===== config.mk =====
export PLATFORM = sky130hd
export DESIGN_NAME = pwm_phased
export DESIGN_NICKNAME = d
export VERILOG_FILES = /design/src/rtl/pwm_phased.sv
export SDC_FILE = /design/constraint.sdc
export NUM_CORES = 1
export LEC_CHECK = 0
export CAP_MARGIN = 20
export CORE_MARGIN = 2
export CORE_UTILIZATION = 27
export DETAILED_ROUTE_END_ITERATION = 10
export GPL_TIMING_DRIVEN = 0
export SYNTH_ARGS = -nofsm -noshare
export SYNTH_HDL_FRONTEND = slang
export SYNTH_SLANG_ARGS = --single-unit

===== constraint.sdc =====
create_clock -name clk -period 4.34 [get_ports clk]
set_input_delay 0.868 -clock clk [delete_from_list [all_inputs] [get_ports clk]]
set_output_delay 0.868 -clock clk [all_outputs]
set_load 0.01 [all_outputs]

===== src/rtl/pwm_phased.sv =====
// Multi-channel phase-shifted PWM with a shared period counter and double-buffered duty/phase.
// Define PWM_PHASED_COMPL_EN to add the complementary output bus pwm_n.
module pwm_phased #(
    parameter int CHANNELS = 8,
    parameter int PERIOD   = 1250,
    parameter int CW       = 11,
    parameter int AW       = 3
) (
    input  logic                clk,
    input  logic                rst,
    input  logic                en,
    input  logic                wr_en,
    input  logic [AW-1:0]       wr_ch,
    input  logic [CW-1:0]       wr_duty,
    input  logic [CW-1:0]       wr_phase,
    output logic [CHANNELS-1:0] pwm,
`ifdef PWM_PHASED_COMPL_EN
    output logic [CHANNELS-1:0] pwm_n,
`endif
    output logic                period_start
);

    localparam logic [CW-1:0] PERIOD_C  = CW'(PERIOD);
    localparam logic [CW:0]   PERIOD_P1 = (CW+1)'(PERIOD + 1);

    typedef struct packed {
        logic [CW-1:0] duty;
        logic [CW-1:0] phase;
    } chan_cfg_t;

    logic [CW-1:0]       ctr_q, ctr_d;
    logic                wrap, commit;
    chan_cfg_t           shadow_q [CHANNELS];
    chan_cfg_t           active_q [CHANNELS];
    logic [CHANNELS-1:0] pwm_q, pwm_d;
    logic                period_start_q, period_start_d;

    // Count position relative to the channel's delayed period start, kept at
    // CW+1 bits so ctr+PERIOD+1 cannot overflow.
    function automatic logic [CW:0] shifted_count(input logic [CW-1:0] c,
                                                  input logic [CW-1:0] ph);
        logic [CW-1:0] p;
        logic [CW:0]   ce;
        logic [CW:0]   pe;
        p  = (ph > PERIOD_C) ? PERIOD_C : ph;
        ce = {1'b0, c};
        pe = {1'b0, p};
        if (c >= p) return ce - pe;
        else        return ce + PERIOD_P1 - pe;
    endfunction

    // NOTE: every always_comb output gets a default before any branch so no latch is inferred.
    always_comb begin
        wrap           = en && (ctr_q == PERIOD_C);
        commit         = wrap || !en;
        ctr_d          = '0;
        if (en && !wrap) ctr_d = ctr_q + CW'(1);
        period_start_d = en && (ctr_q == '0);
        pwm_d          = '0;
        for (int i = 0; i < CHANNELS; i++) begin
            pwm_d[i] = en && ({1'b0, active_q[i].duty} > shifted_count(ctr_q, active_q[i].phase));
        end
    end

    always_ff @(posedge clk or negedge rst) begin
        if (!rst) begin
            ctr_q          <= '0;
            pwm_q          <= '0;
            period_start_q <= 1'b0;
        end else begin
            ctr_q          <= ctr_d;
            pwm_q          <= pwm_d;
            period_start_q <= period_start_d;
        end
    end

    // NOTE: the configuration arrays are small flop banks, not RAM, so they are cleared by reset like any register.
    // NOTE: non-blocking updates mean a commit on the same edge as a write copies the pre-write shadow value.
    always_ff @(posedge clk or negedge rst) begin
        if (!rst) begin
            for (int i = 0; i < CHANNELS; i++) begin
                shadow_q[i] <= '0;
                active_q[i] <= '0;
            end
        end else begin
            for (int i = 0; i < CHANNELS; i++) begin
                if (commit) active_q[i] <= shadow_q[i];
                // Matching against each real channel index drops out-of-range addresses.
                if (wr_en && (wr_ch == AW'(i))) begin
                    shadow_q[i] <= '{duty: wr_duty, phase: wr_phase};
                end
            end
        end
    end

    assign pwm          = pwm_q;
    assign period_start = period_start_q;

`ifdef PWM_PHASED_COMPL_EN
    logic [CHANNELS-1:0] pwm_n_q;

    always_ff @(posedge clk or negedge rst) begin
        if (!rst) pwm_n_q <= '0;
        else      pwm_n_q <= en ? ~pwm_d : '0;
    end

    assign pwm_n = pwm_n_q;
`endif

endmodule


==> out/metrics.csv <==
metric;value;unit
final_antenna_net_count;0;
r2r_start;active_q[67]$_DFFE_PN0N_;
vias;19100;
synth-edff-count;0;
area_growth;21.9;%
nets;2882;
dpl.hpwl;52900;µm
synth_nets;2705;
coreArea;91700;µm²
cts_hold_buf;0;
wl_per_cell;20.2;µm
antenna_found_initial;10;
switching_share;0.376;
grt_first_pass_wirelength;113000;µm
min_period;4320;ps
drv_slew;0;
synthTopCellsByArea;dfrtp_1, ha_1, mux2_2;
crit_chain;a2111oi_4, nor2_1, nor3_2, nand2b_4, and2_4, ha_4, inv_2, fa_2, a21oi_2, o21a_1, o21bai_2, o31a_1, buf_4, nand3_2, o22ai_2, o31ai_2, ha_1, nand4_1, nor3_1, a211oi_2, o221a_1;
power_density;561;nW/µm²
dieArea;95000;µm²
dr.pass1.iters;5;
setup_viol;0;
max_freq;231;MHz
slowest_delay;420;ps
intPower;10.7;mW
hold_viol_final;0;
critPathLaunch;active_q[67]$_DFFE_PN0N_;
yosysWarnings;0;
fin_crit_sh;0.996;
switching_power;6.43;mW
numPortBuffers;36;
clk_pin_slew;60;ps
syn_area;25000;µm²
ys_ff_latch;372;
finalPower;17.1;mW
grt_use_total;0.159;
clockRootBuffer;clkbuf_16;
max_slew_margin;0.217;
skew;11.6;ps
path_max_fanout;3;
p_leak;13.1;nW
initial_core_util;0.273;
rsz0062_at_grt;yes;
synthCells;2392;
final_area;30500;µm²
cp_num_buf_inv;2;
pwr-share-seq;0.285;
numCtsBuffers;44;
syn_avg_cell_area;10.5;µm²
grt_pass1_vias;18700;
cts_tree;built;
cp.arrival;4840;ps
rows;111;
clock_latency;580;ps
hold-worst-slack;183;ps
ys.flop_type;dfrtp_1;
cp-start-kind;register;
min-delay-path-class;in2async;
ir_drop;0.000275;V
gp_congestion;0.884;
pwr-share-comb;0.489;
boundaryPins;38;
synth_commonest_cells;dfrtp_1, mux2_2, ha_1;
path_delay_family;compound AO/OA/AOI/OAI gates;
clkPwrFrac;0.226;
async_flop_share;1.00;
gr-total-overflow;0;
synth_cell_types;80;
crit_required;4860;ps
crit_slowest_cell;dfrtp_1;
cp-end-kind;register;
drv_cap;0;
synth_most_common_cell;dfrtp_1;
placed_area;27300;µm²
run_status;finished, final reports clean;
seq_area_frac_synth;0.372;
drc;0;
drive_gt1_frac;0.263;
synth_top_area_cell;dfrtp_1;
die-width;308;µm
cts_sinks;372;
setup.worst_path.class;reg2reg;
worst_pin_slew;1170;ps
yosysTopAreaCellShare;0.372;
grt_max_degree;116;
die_h;308;µm
drtIter0Drc;1163;
clock_path_buffers;3;
drt_wl_total;76600;µm
vias_per_cell;5.04;
ctsHtreeMaxLevel;2;
## stage by stage
stage                util  instances  setup TNS (ps)  worst slack [ps]
floorplan               -       2392               0              47.8
global placement    0.293       3614        -5291660            -14230
detailed placement  0.298       3631          -12260             -1650
CTS                 0.322       3741           -12.3             -12.3
global route        0.332       3783           -1060              -234
finish              0.332       3789               0              15.5
## path summary, 6_finish.rpt
path,depth (start not counted),slack [ps],to
setup / recovery,21,20,pwm[4]$_DFF_PN0_
hold / removal,1,180,shadow_q[172]$_DFFE_PN0P_
setup reg to reg,21,20,pwm[4]$_DFF_PN0_
hold reg to reg,2,480,active_q[121]$_DFFE_PN0N_
max in group asynchronous,3,2690,active_q[111]$_DFFE_PN0N_
min in group clk,2,480,active_q[121]$_DFFE_PN0N_
## power by group through the flow
stage          Sequential [mW]  Combinational (mW)  Clock [mW]
2_1_floorplan             4.68                5.71           0
3_3_place_gp              4.87                7.28           0
5_1_grt                   4.97                9.33        4.08
6_report                  4.87                8.36        3.87
4_1_cts                   4.84                7.71        3.95
3_5_place_dp              4.86                7.42           0
## worst register-to-register path, stage by stage (launching register included)
cell and delay, ps:
dfrtp_1 420, a2111oi_4 370, nor2_1 100, nor3_2 200, nand2b_4 190, and2_4 170
ha_4 130, inv_2 40, fa_2 400, a21oi_2 170, o21a_1 160, o21bai_2 100
o31a_1 350, buf_4 160, nand3_2 70, o22ai_2 90, o31ai_2 290, ha_1 290
nand4_1 100, nor3_1 70, a211oi_2 190, o221a_1 210
## flip-flops by register name (all words and copies together) (netlist names)
name and cells:
shadow_q 176, pwm 8, active_q 176, ctr_q 11, period_start 1
## logic make-up (layout without fill, tap and decap cells)
family,after synthesis,in the layout,synth area share
buf+inv,126,331,0.0233
other cells,0,6,0
compound gates,517,517,0.130
fa+ha+maj,284,284,0.147
simple gates,593,593,0.118
flops,372,372,0.372
mux,351,351,0.157
xor+xnor,149,149,0.0522
## layout make-up
type	instances	area (µm²)
diodes	6	15.0
plain buffers	63	417
clock buffers	53	1220
clock inverters	21	285
fillers	9219	61200
inverters	63	248
multi-input cells	1894	16100
flip-flops and latches	372	9330
well taps	1186	1480
repair buffers	131	1410
## metal layers
layer / vias to the layer above / wire, µm / global-route usage
met5: - / 13 / 0
met1: 9382 / 32000 / 0.207
met3: 136 / 5840 / 0.0256
met2: 467 / 36000 / 0.260
li1: 9098 / - / -
met4: 2 / 2790 / 0.0668
## cells in the final DEF (no fill, tap or decap), drive strengths merged, types with 10 or more instances in the layout
master         instances
a2111oi               10
a211oi                15
a21o                  31
a21oi                161
a31oi                 23
buf                  147
clkbuf                65
clkdlybuf4s50         35
dfrtp                372
fa                    16
ha                   268
inv                   63
mux2                 336
mux2i                 15
nand2                141
nand2b                52
nand3                 31
nand4                 36
nor2                 164
nor2b                 45
nor3                  48
nor4                  15
o21a                  50
o21ai                147
or3                   14
xnor2                 79
xor2                  70
## what timing repair did
action | in CTS | in global routing
pin swaps | 22 | 88
cloned | 0 | 2
setup endpoints to repair | 8 | 8
gates resized for setup | 99 | 141
buffers inserted | 36 | 39
Power figures use the tool's default switching activity.
